$ cat src/rtl/vm_button_pkg.sv
`default_nettype none
// ============================================================================
// Module      : vm_button_pkg
// Description : Shared types and constant helpers for the front-panel button
//               event arbiter (FSM state encoding, ms->cycle conversion,
//               event-id width).
// Revision    : 1.0 - initial release
// ============================================================================
package vm_button_pkg;

    // Offer FSM: either looking for a pending request or holding one offer.
    typedef enum logic [0:0] {
        ST_IDLE  = 1'b0,
        ST_OFFER = 1'b1
    } arb_state_t;

    localparam int MIN_ID_W = 1;

    // Converts a millisecond interval to clock cycles at the given frequency.
    function automatic int ms_to_cycles(input int clk_hz, input int ms);
        return (clk_hz / 1000) * ms;
    endfunction

    // Width of a button index; never narrower than one bit.
    function automatic int id_width(input int n);
        return (n > 1) ? $clog2(n) : MIN_ID_W;
    endfunction

endpackage : vm_button_pkg
`default_nettype wire

$ cat src/rtl/button_event_arbiter_if.sv
`default_nettype none
// ============================================================================
// Module      : button_event_arbiter_if
// Description : Valid/ready event stream carrying one button event at a time
//               from the arbiter (master) to the vending controller (slave).
// Revision    : 1.0 - initial release
// ============================================================================
interface button_event_arbiter_if #(
    parameter int ID_W = 2
);
    logic            valid;
    logic            ready;
    logic [ID_W-1:0] id;
    logic            rpt;

    modport master (output valid, output id, output rpt, input ready);
    modport slave  (input valid, input id, input rpt, output ready);
endinterface : button_event_arbiter_if
`default_nettype wire

$ cat src/rtl/button_repeat_timer.sv
`default_nettype none
// ============================================================================
// Module      : button_repeat_timer
// Description : Per-button hold timer. Emits a one-cycle repeat strobe after
//               DELAY_CYCLES of continuous hold, then every RATE_CYCLES.
// Revision    : 1.0 - initial release
// ============================================================================
module button_repeat_timer #(
    parameter int DELAY_CYCLES = 5,
    parameter int RATE_CYCLES  = 2
) (
    input  wire logic clk,
    input  wire logic rst,
    input  wire logic i_held,
    input  wire logic i_press,
    output logic      o_rpt
);
    localparam int CNT_W = $clog2(DELAY_CYCLES + 1);

    logic [CNT_W-1:0] r_cnt;
    logic             r_rpt;

    // Count hold cycles; restart on a fresh press or release, reload after each strobe.
    always_ff @(posedge clk) begin
        if (rst) begin
            r_cnt <= '0;
            r_rpt <= 1'b0;
        end else begin
            r_rpt <= 1'b0;
            if (!i_held || i_press) begin
                r_cnt <= '0;
            end else if (r_cnt == CNT_W'(DELAY_CYCLES - 1)) begin
                r_rpt <= 1'b1;
                r_cnt <= CNT_W'(DELAY_CYCLES - RATE_CYCLES);
            end else begin
                r_cnt <= r_cnt + CNT_W'(1);
            end
        end
    end

    assign o_rpt = r_rpt;

endmodule : button_repeat_timer
`default_nettype wire

$ cat src/rtl/button_event_arbiter.sv
`default_nettype none
// ============================================================================
// Module      : button_event_arbiter
// Description : Turns active-low debounced button levels into a serialized,
//               round-robin arbitrated valid/ready event stream with optional
//               per-button auto-repeat and request-overrun reporting.
// Revision    : 1.0 - initial release
// ============================================================================
module button_event_arbiter
    import vm_button_pkg::*;
#(
    parameter int                    NUM_BUTTONS     = 4,
    parameter int                    CLOCK_FREQUENCY = 50000000,
    parameter int                    REPEAT_DELAY_MS = 500,
    parameter int                    REPEAT_RATE_MS  = 100,
    parameter logic [NUM_BUTTONS-1:0] REPEAT_MASK    = '0
) (
    input  wire logic                   clk,
    input  wire logic                   rst,
    input  wire logic [NUM_BUTTONS-1:0] i_buttons_n,
    input  wire logic                   i_enable,
    button_event_arbiter_if.master      evt,
    output logic      [NUM_BUTTONS-1:0] o_pending,
    output logic                        o_overrun
);
    localparam int ID_W         = id_width(NUM_BUTTONS);
    localparam int DELAY_CYCLES = ms_to_cycles(CLOCK_FREQUENCY, REPEAT_DELAY_MS);
    localparam int RATE_CYCLES  = ms_to_cycles(CLOCK_FREQUENCY, REPEAT_RATE_MS);

    logic [NUM_BUTTONS-1:0] r_prev;
    logic [NUM_BUTTONS-1:0] r_press;
    logic [NUM_BUTTONS-1:0] r_pending;
    logic [NUM_BUTTONS-1:0] r_rep_flag;
    logic                   r_overrun;
    arb_state_t             r_state;
    logic                   r_valid;
    logic [ID_W-1:0]        r_id;
    logic                   r_repeat;
    logic [ID_W-1:0]        r_last;

    logic [NUM_BUTTONS-1:0] w_press_now;
    logic [NUM_BUTTONS-1:0] w_rpt;
    logic [NUM_BUTTONS-1:0] w_req;
    logic [NUM_BUTTONS-1:0] w_clear;
    logic                   w_accept;
    logic [ID_W-1:0]        w_pick;

    // First pending bit strictly above the last grant, else the lowest pending bit.
    function automatic logic [ID_W-1:0] rr_pick(input logic [NUM_BUTTONS-1:0] pend,
                                                 input logic [ID_W-1:0]        last);
        logic [NUM_BUTTONS-1:0] above;
        logic [ID_W-1:0]        sel;
        logic                   found;
        sel   = '0;
        found = 1'b0;
        for (int i = 0; i < NUM_BUTTONS; i++) begin
            above[i] = (i > int'(last));
        end
        for (int i = 0; i < NUM_BUTTONS; i++) begin
            if (!found && pend[i] && above[i]) begin
                sel   = ID_W'(i);
                found = 1'b1;
            end
        end
        for (int i = 0; i < NUM_BUTTONS; i++) begin
            if (!found && pend[i]) begin
                sel   = ID_W'(i);
                found = 1'b1;
            end
        end
        return sel;
    endfunction

    assign w_press_now = r_prev & ~i_buttons_n;
    assign w_req       = {NUM_BUTTONS{i_enable}} & (r_press | w_rpt);
    assign w_accept    = r_valid & evt.ready;
    assign w_clear     = w_accept ? ({{(NUM_BUTTONS-1){1'b0}}, 1'b1} << r_id) : '0;
    assign w_pick      = rr_pick(r_pending, r_last);

    genvar gi;
    generate
        for (gi = 0; gi < NUM_BUTTONS; gi++) begin : g_btn
            if (REPEAT_MASK[gi]) begin : g_rpt_on
                button_repeat_timer #(
                    .DELAY_CYCLES (DELAY_CYCLES),
                    .RATE_CYCLES  (RATE_CYCLES)
                ) u_timer (
                    .clk     (clk),
                    .rst     (rst),
                    .i_held  (~i_buttons_n[gi]),
                    .i_press (w_press_now[gi]),
                    .o_rpt   (w_rpt[gi])
                );
            end else begin : g_rpt_off
                assign w_rpt[gi] = 1'b0;
            end
        end
    endgenerate

    // Edge detection: previous level follows the input every cycle, independent of enable.
    always_ff @(posedge clk) begin
        if (rst) begin
            r_prev  <= '1;
            r_press <= '0;
        end else begin
            r_prev  <= i_buttons_n;
            r_press <= w_press_now;
        end
    end

    // Pending flags: a new request beats the acceptance clear; a request on an already-pending button is an overrun.
    always_ff @(posedge clk) begin
        if (rst) begin
            r_pending  <= '0;
            r_rep_flag <= '0;
            r_overrun  <= 1'b0;
        end else begin
            r_pending  <= (r_pending & ~w_clear) | w_req;
            r_rep_flag <= (r_rep_flag & ~w_req) | (w_req & ~r_press);
            r_overrun  <= |(w_req & r_pending & ~w_clear);
        end
    end

    // Offer FSM: latch a round-robin pick, hold it until the consumer accepts.
    always_ff @(posedge clk) begin
        if (rst) begin
            r_state  <= ST_IDLE;
            r_valid  <= 1'b0;
            r_id     <= '0;
            r_repeat <= 1'b0;
            r_last   <= ID_W'(NUM_BUTTONS - 1);
        end else begin
            case (r_state)
                ST_IDLE: begin
                    if (|r_pending) begin
                        r_id     <= w_pick;
                        r_repeat <= r_rep_flag[w_pick];
                        r_valid  <= 1'b1;
                        r_state  <= ST_OFFER;
                    end
                end
                ST_OFFER: begin
                    if (evt.ready) begin
                        r_valid <= 1'b0;
                        r_last  <= r_id;
                        r_state <= ST_IDLE;
                    end
                end
                default: begin
                    r_valid <= 1'b0;
                    r_state <= ST_IDLE;
                end
            endcase
        end
    end

    assign evt.valid = r_valid;
    assign evt.id    = r_id;
    assign evt.rpt   = r_repeat;
    assign o_pending = r_pending;
    assign o_overrun = r_overrun;

endmodule : button_event_arbiter
`default_nettype wire

$ cat src/flat_wrapper.sv
// flat-port wrapper written by rule: the top's interface ports become plain ports
module button_event_arbiter_flat import vm_button_pkg::*;
#(
    parameter int                    NUM_BUTTONS     = 4,
    parameter int                    CLOCK_FREQUENCY = 50000000,
    parameter int                    REPEAT_DELAY_MS = 500,
    parameter int                    REPEAT_RATE_MS  = 100,
    parameter logic [NUM_BUTTONS-1:0] REPEAT_MASK    = '0
)
  (clk, rst, i_buttons_n, i_enable, o_pending, o_overrun, evt_valid, evt_id, evt_rpt, evt_ready);
  button_event_arbiter_if #(.ID_W(2)) evt_i ();
  input  wire logic clk;
  input  wire logic rst;
  input  wire logic [NUM_BUTTONS-1:0] i_buttons_n;
  input  wire logic i_enable;
  output logic      [NUM_BUTTONS-1:0] o_pending;
  output logic o_overrun;
  output wire logic [$bits(evt_i.valid)-1:0] evt_valid;
  output wire logic [$bits(evt_i.id)-1:0] evt_id;
  output wire logic [$bits(evt_i.rpt)-1:0] evt_rpt;
  input wire logic [$bits(evt_i.ready)-1:0] evt_ready;
  assign evt_valid = evt_i.valid;
  assign evt_id = evt_i.id;
  assign evt_rpt = evt_i.rpt;
  assign evt_i.ready = evt_ready;
  button_event_arbiter #(.NUM_BUTTONS(NUM_BUTTONS), .CLOCK_FREQUENCY(CLOCK_FREQUENCY), .REPEAT_DELAY_MS(REPEAT_DELAY_MS), .REPEAT_RATE_MS(REPEAT_RATE_MS), .REPEAT_MASK(REPEAT_MASK)) u_core (.clk(clk), .rst(rst), .i_buttons_n(i_buttons_n), .i_enable(i_enable), .evt(evt_i), .o_pending(o_pending), .o_overrun(o_overrun));
endmodule
$ cat config.mk
export PLATFORM = sky130hd
export DESIGN_NAME = button_event_arbiter_flat
export DESIGN_NICKNAME = d
export VERILOG_FILES = /design/src/rtl/vm_button_pkg.sv /design/src/rtl/button_event_arbiter_if.sv /design/src/rtl/button_repeat_timer.sv /design/src/rtl/button_event_arbiter.sv /design/src/flat_wrapper.sv
export SDC_FILE = /design/constraint.sdc
export NUM_CORES = 1
export LEC_CHECK = 0
export BUFFER_PORTS_ARGS = -buffer_cell sky130_fd_sc_hd__buf_2
export CAP_MARGIN = 20
export CELL_PAD_IN_SITES_DETAIL_PLACEMENT = 2
export CELL_PAD_IN_SITES_GLOBAL_PLACEMENT = 2
export CORE_MARGIN = 10
export CORE_UTILIZATION = 29
export DETAILED_ROUTE_END_ITERATION = 8
export HOLD_SLACK_MARGIN = 0.1
export PLACE_DENSITY_LB_ADDON = 0.1
export SKIP_CTS_REPAIR_TIMING = 1
export SLEW_MARGIN = 30
export SYNTH_ARGS = -nofsm -noshare
export SYNTH_HDL_FRONTEND = slang
export SYNTH_HIERARCHICAL = 1
export SYNTH_SLANG_ARGS = --single-unit
$ cat constraint.sdc
create_clock -name clk -period 1.26 [get_ports clk]
set_input_delay 0 -clock clk [delete_from_list [all_inputs] [get_ports clk]]
set_output_delay 0 -clock clk [all_outputs]
set_load 0.01 [all_outputs]
==> metrics.log <==
[metrics] total power per unit cell area: around 1000 mW/mm^2
[metrics] DRC violation count after routing: 0
[metrics] total instance count after detailed placement: 172
[metrics] total number of clock tree sinks: 24
[metrics] sum of buffers and inverters on the critical path: 2
[metrics] list of cells traversed by the critical path: buf_4, nor3_1, buf_4, nor3_2, a211oi_1
[metrics] clock slew at reported path FFs: 120 ps
[metrics] global-route total usage across every layer: 0.0998
[metrics] ratio of cells with drive above 1 in the final layout: 0.440
[metrics] Post-Syn Nets: around 110
[metrics] critical-path cell with the highest stage delay: dfxtp_4
[metrics] Tmin final: 1420 ps
[metrics] fraction of registers with async set or reset after synthesis: 0
[metrics] failing checks: setup timing
[metrics] capturing element type of the critical path: flip-flop
[metrics] residual overflow from global routing: 0
[metrics] most area-consuming cells after synthesis: dfxtp_1 (50%), a21oi_1 (3.6%), and3b_1 (3.6%)
[metrics] kind of path behind the tightest hold check: input pin to flip-flop
[metrics] TritonCTS clock tree: yes
[metrics] number of distinct library cell variants in the gate-level netlist after synthesis: 34
[metrics] Max Clk Rate: 705 MHz
[metrics] arrival time at the worst endpoint: 1650 ps
[metrics] EDFF count, synth: 0
[metrics] unrepaired setup endpoints after global routing: true
[metrics] setup TNS after final layout: -412 ps
[metrics] Max IR drop VDD: slightly below 0.6 mV
[metrics] maximum cell stage delay along the critical path: 390 ps
[metrics] die footprint: a little over 0.006 mm^2
[metrics] DR vias: 917
[metrics] post-synthesis instance total: ~100
[metrics] Final Worst Setup Slack: -158 ps
[metrics] #FFs+latches synth: 24
[metrics] number of antenna-violating nets in the routed design: 0
[metrics] Static Leakage: slightly above 0.0006 uW
[metrics] vias in the first global route: between 900 and 1000
[metrics] Clk Tree Root Cell: clkbuf_4
[metrics] WL final: between 3 and 4 mm
[metrics] Worst Setup Start Kind: flip-flop
[metrics] chip width: 77.8 um
[metrics] non-filler cells, final: roughly 190
[metrics] Clock Latency Late Sink: slightly above 300 ps
[metrics] transition time of the tightest slew-check pin: approximately 350 ps
[metrics] Critical Path Fanout Max: 6
[metrics] area of the core: between 0.003 and 0.004 mm^2
[metrics] critical path data required time: 1490 ps
[metrics] y dimension of the die: roughly 78 um
[metrics] Antenna diodes: 0
[metrics] first-pass GRT wire length: between 4 and 5 mm
[metrics] number of levels the H-tree was split into: 1
[metrics] final number of hold-violating endpoints: 0
[metrics] largest delay contributor family on the critical path: flip-flops
[metrics] deepest clock path buffer count: 2
[metrics] Worst R2R Path Depth: 5
[metrics] pin count of the biggest net entering global routing: 21
[metrics] syn_area_per_cell: just under 10 um^2
[metrics] most instantiated library cell after synthesis: dfxtp_1
[metrics] Ports: 17
[metrics] Max transition margin: 0.763
[metrics] area growth from synthesis to final layout: 45.3%
[metrics] synth cell count leaders: dfxtp_1 (24), nand2_1 (8), nor2_1 (8), a21oi_1 (7), inv_1 (5)
[metrics] outcome: finished with violations
[metrics] worst setup timing slack at the placement stage: -157 ps
[metrics] area share of the largest cell type after synthesis: 0.495
[metrics] number of buffers created by CTS: 3
[metrics] effective utilization at floorplan: 0.310
[metrics] share of synthesized area occupied by flip-flops and latches: 0.495
[metrics] count of buffers from port buffering: 16
[metrics] setup violation total in the final timing report: 4
[metrics] ratio of routed vias to standard cells: 4.96
[metrics] most common cell type on the critical path: buf_4
[metrics] post-layout net count: between 150 and 200
[metrics] length of the first detailed-routing pass in iterations: 4
[metrics] number of max-slew violations in the final report: 0
[metrics] max capacitance violation total: 0
[metrics] instance count on the critical path: 5
[metrics] number of placement rows: 20
[metrics] share of the clock period used by the worst path: 1.13
[metrics] gp weighted congestion: 0.816
[metrics] library cell with the largest summed area after synthesis: dfxtp_1
[metrics] half-perimeter wire length after placement: approximately 2.3 mm
[metrics] initial antenna violation count: 0
[metrics] depth of the worst hold-timing path: 4
[metrics] synthesis warning total: 6
[metrics] mean routed wirelength per cell: ~17 um
[metrics] worst setup path category: flip-flop to flip-flop
[metrics] worst clock skew on the final layout: roughly 3.8 ps
[metrics] flip-flop cell with the highest count after synthesis: dfxtp_1
[metrics] post-synthesis cell area: approximately 970 um^2
[metrics] Iteration-0 DRC Markers: 37
[path summary, 6_finish.rpt]
| kind | slack [ps] | from | end |
|---|---|---|---|
| worst max-delay path | -160 | u_core/o_pending[2]$_SDFF_PP0_ | u_core/evt.id[0]$_SDFFE_PP0P_ |
| worst min-delay path | 40 | rst | u_core/evt.rpt$_SDFFE_PP0P_ |
| worst max register to register | -160 | u_core/o_pending[2]$_SDFF_PP0_ | u_core/evt.id[0]$_SDFFE_PP0P_ |
| worst min register to register | 420 | u_core/r_prev[2]$_SDFF_PP1_ | u_core/r_press[2]$_SDFF_PP0_ |
[cell families after synthesis]
| logic type | count (synthesis) | synth area share |
|---|---|---|
| simple gates | 43 | 0.265 |
| flops | 24 | 0.495 |
| buf+inv | 7 | 0.0271 |
| mux | 2 | 0.0206 |
| compound gates | 25 | 0.192 |
[cell usage in the layout, fill, tap and decap left out, types with 3 or more instances in the layout]
cell,synthesis,final
and3b_1,4,4
nand2b_4,0,3
buf_2,0,16
or2_2,4,4
dfxtp_4,0,4
nand2_1,8,7
inv_1,5,5
a21oi_1,7,5
dlygate4sd3_1,0,6
buf_6,0,3
nor2_1,8,8
dfxtp_1,24,18
clkbuf_4,0,3
buf_4,0,14
o21ai_0,3,3
[tightest hold or removal path, cell delays in order]
cell and delay [ps]:
buf_2 100, nor3_2 50, o31ai_2 60, o221ai_2 100
[power by group]
part           total [uW]  switching (uW)  internal (uW)
Combinational         297             140            156
Sequential            845            48.6            796
Clock                 329             217            112
[metrics by stage]
step / util / hold WS, ps / instance area, um^2 / power (uW)
6_report: 0.450 / 43.9 / 1410 / 1470
5_1_grt: 0.450 / 44.5 / 1410 / 1570
4_1_cts: 0.402 / -131 / 1260 / 1440
3_5_place_dp: 0.395 / 208 / 1240 / 1100
3_3_place_gp: 0.395 / 201 / 1240 / 1090
2_1_floorplan: - / 95.3 / 1010 / 972
[final cells by class]
cell class              count  area (um^2)
fillers                   344         1720
well taps                  44         55.1
inverters                   5         18.8
flip-flops and latches     24          498
clock buffers               3         22.5
repair buffers             39          279
multi-input cells          70          536
[layer usage]
layer | vias to the layer above | wire length [um] | track usage
li1 | 446 | - | -
met1 | 453 | 1270 | 0.102
met2 | 13 | 1700 | 0.180
met3 | 5 | 93 | 0.0288
met4 | 0 | 57 | 0.0529
met5 | - | 0 | 0
No activity file was read; power rests on OpenSTA's default activity.
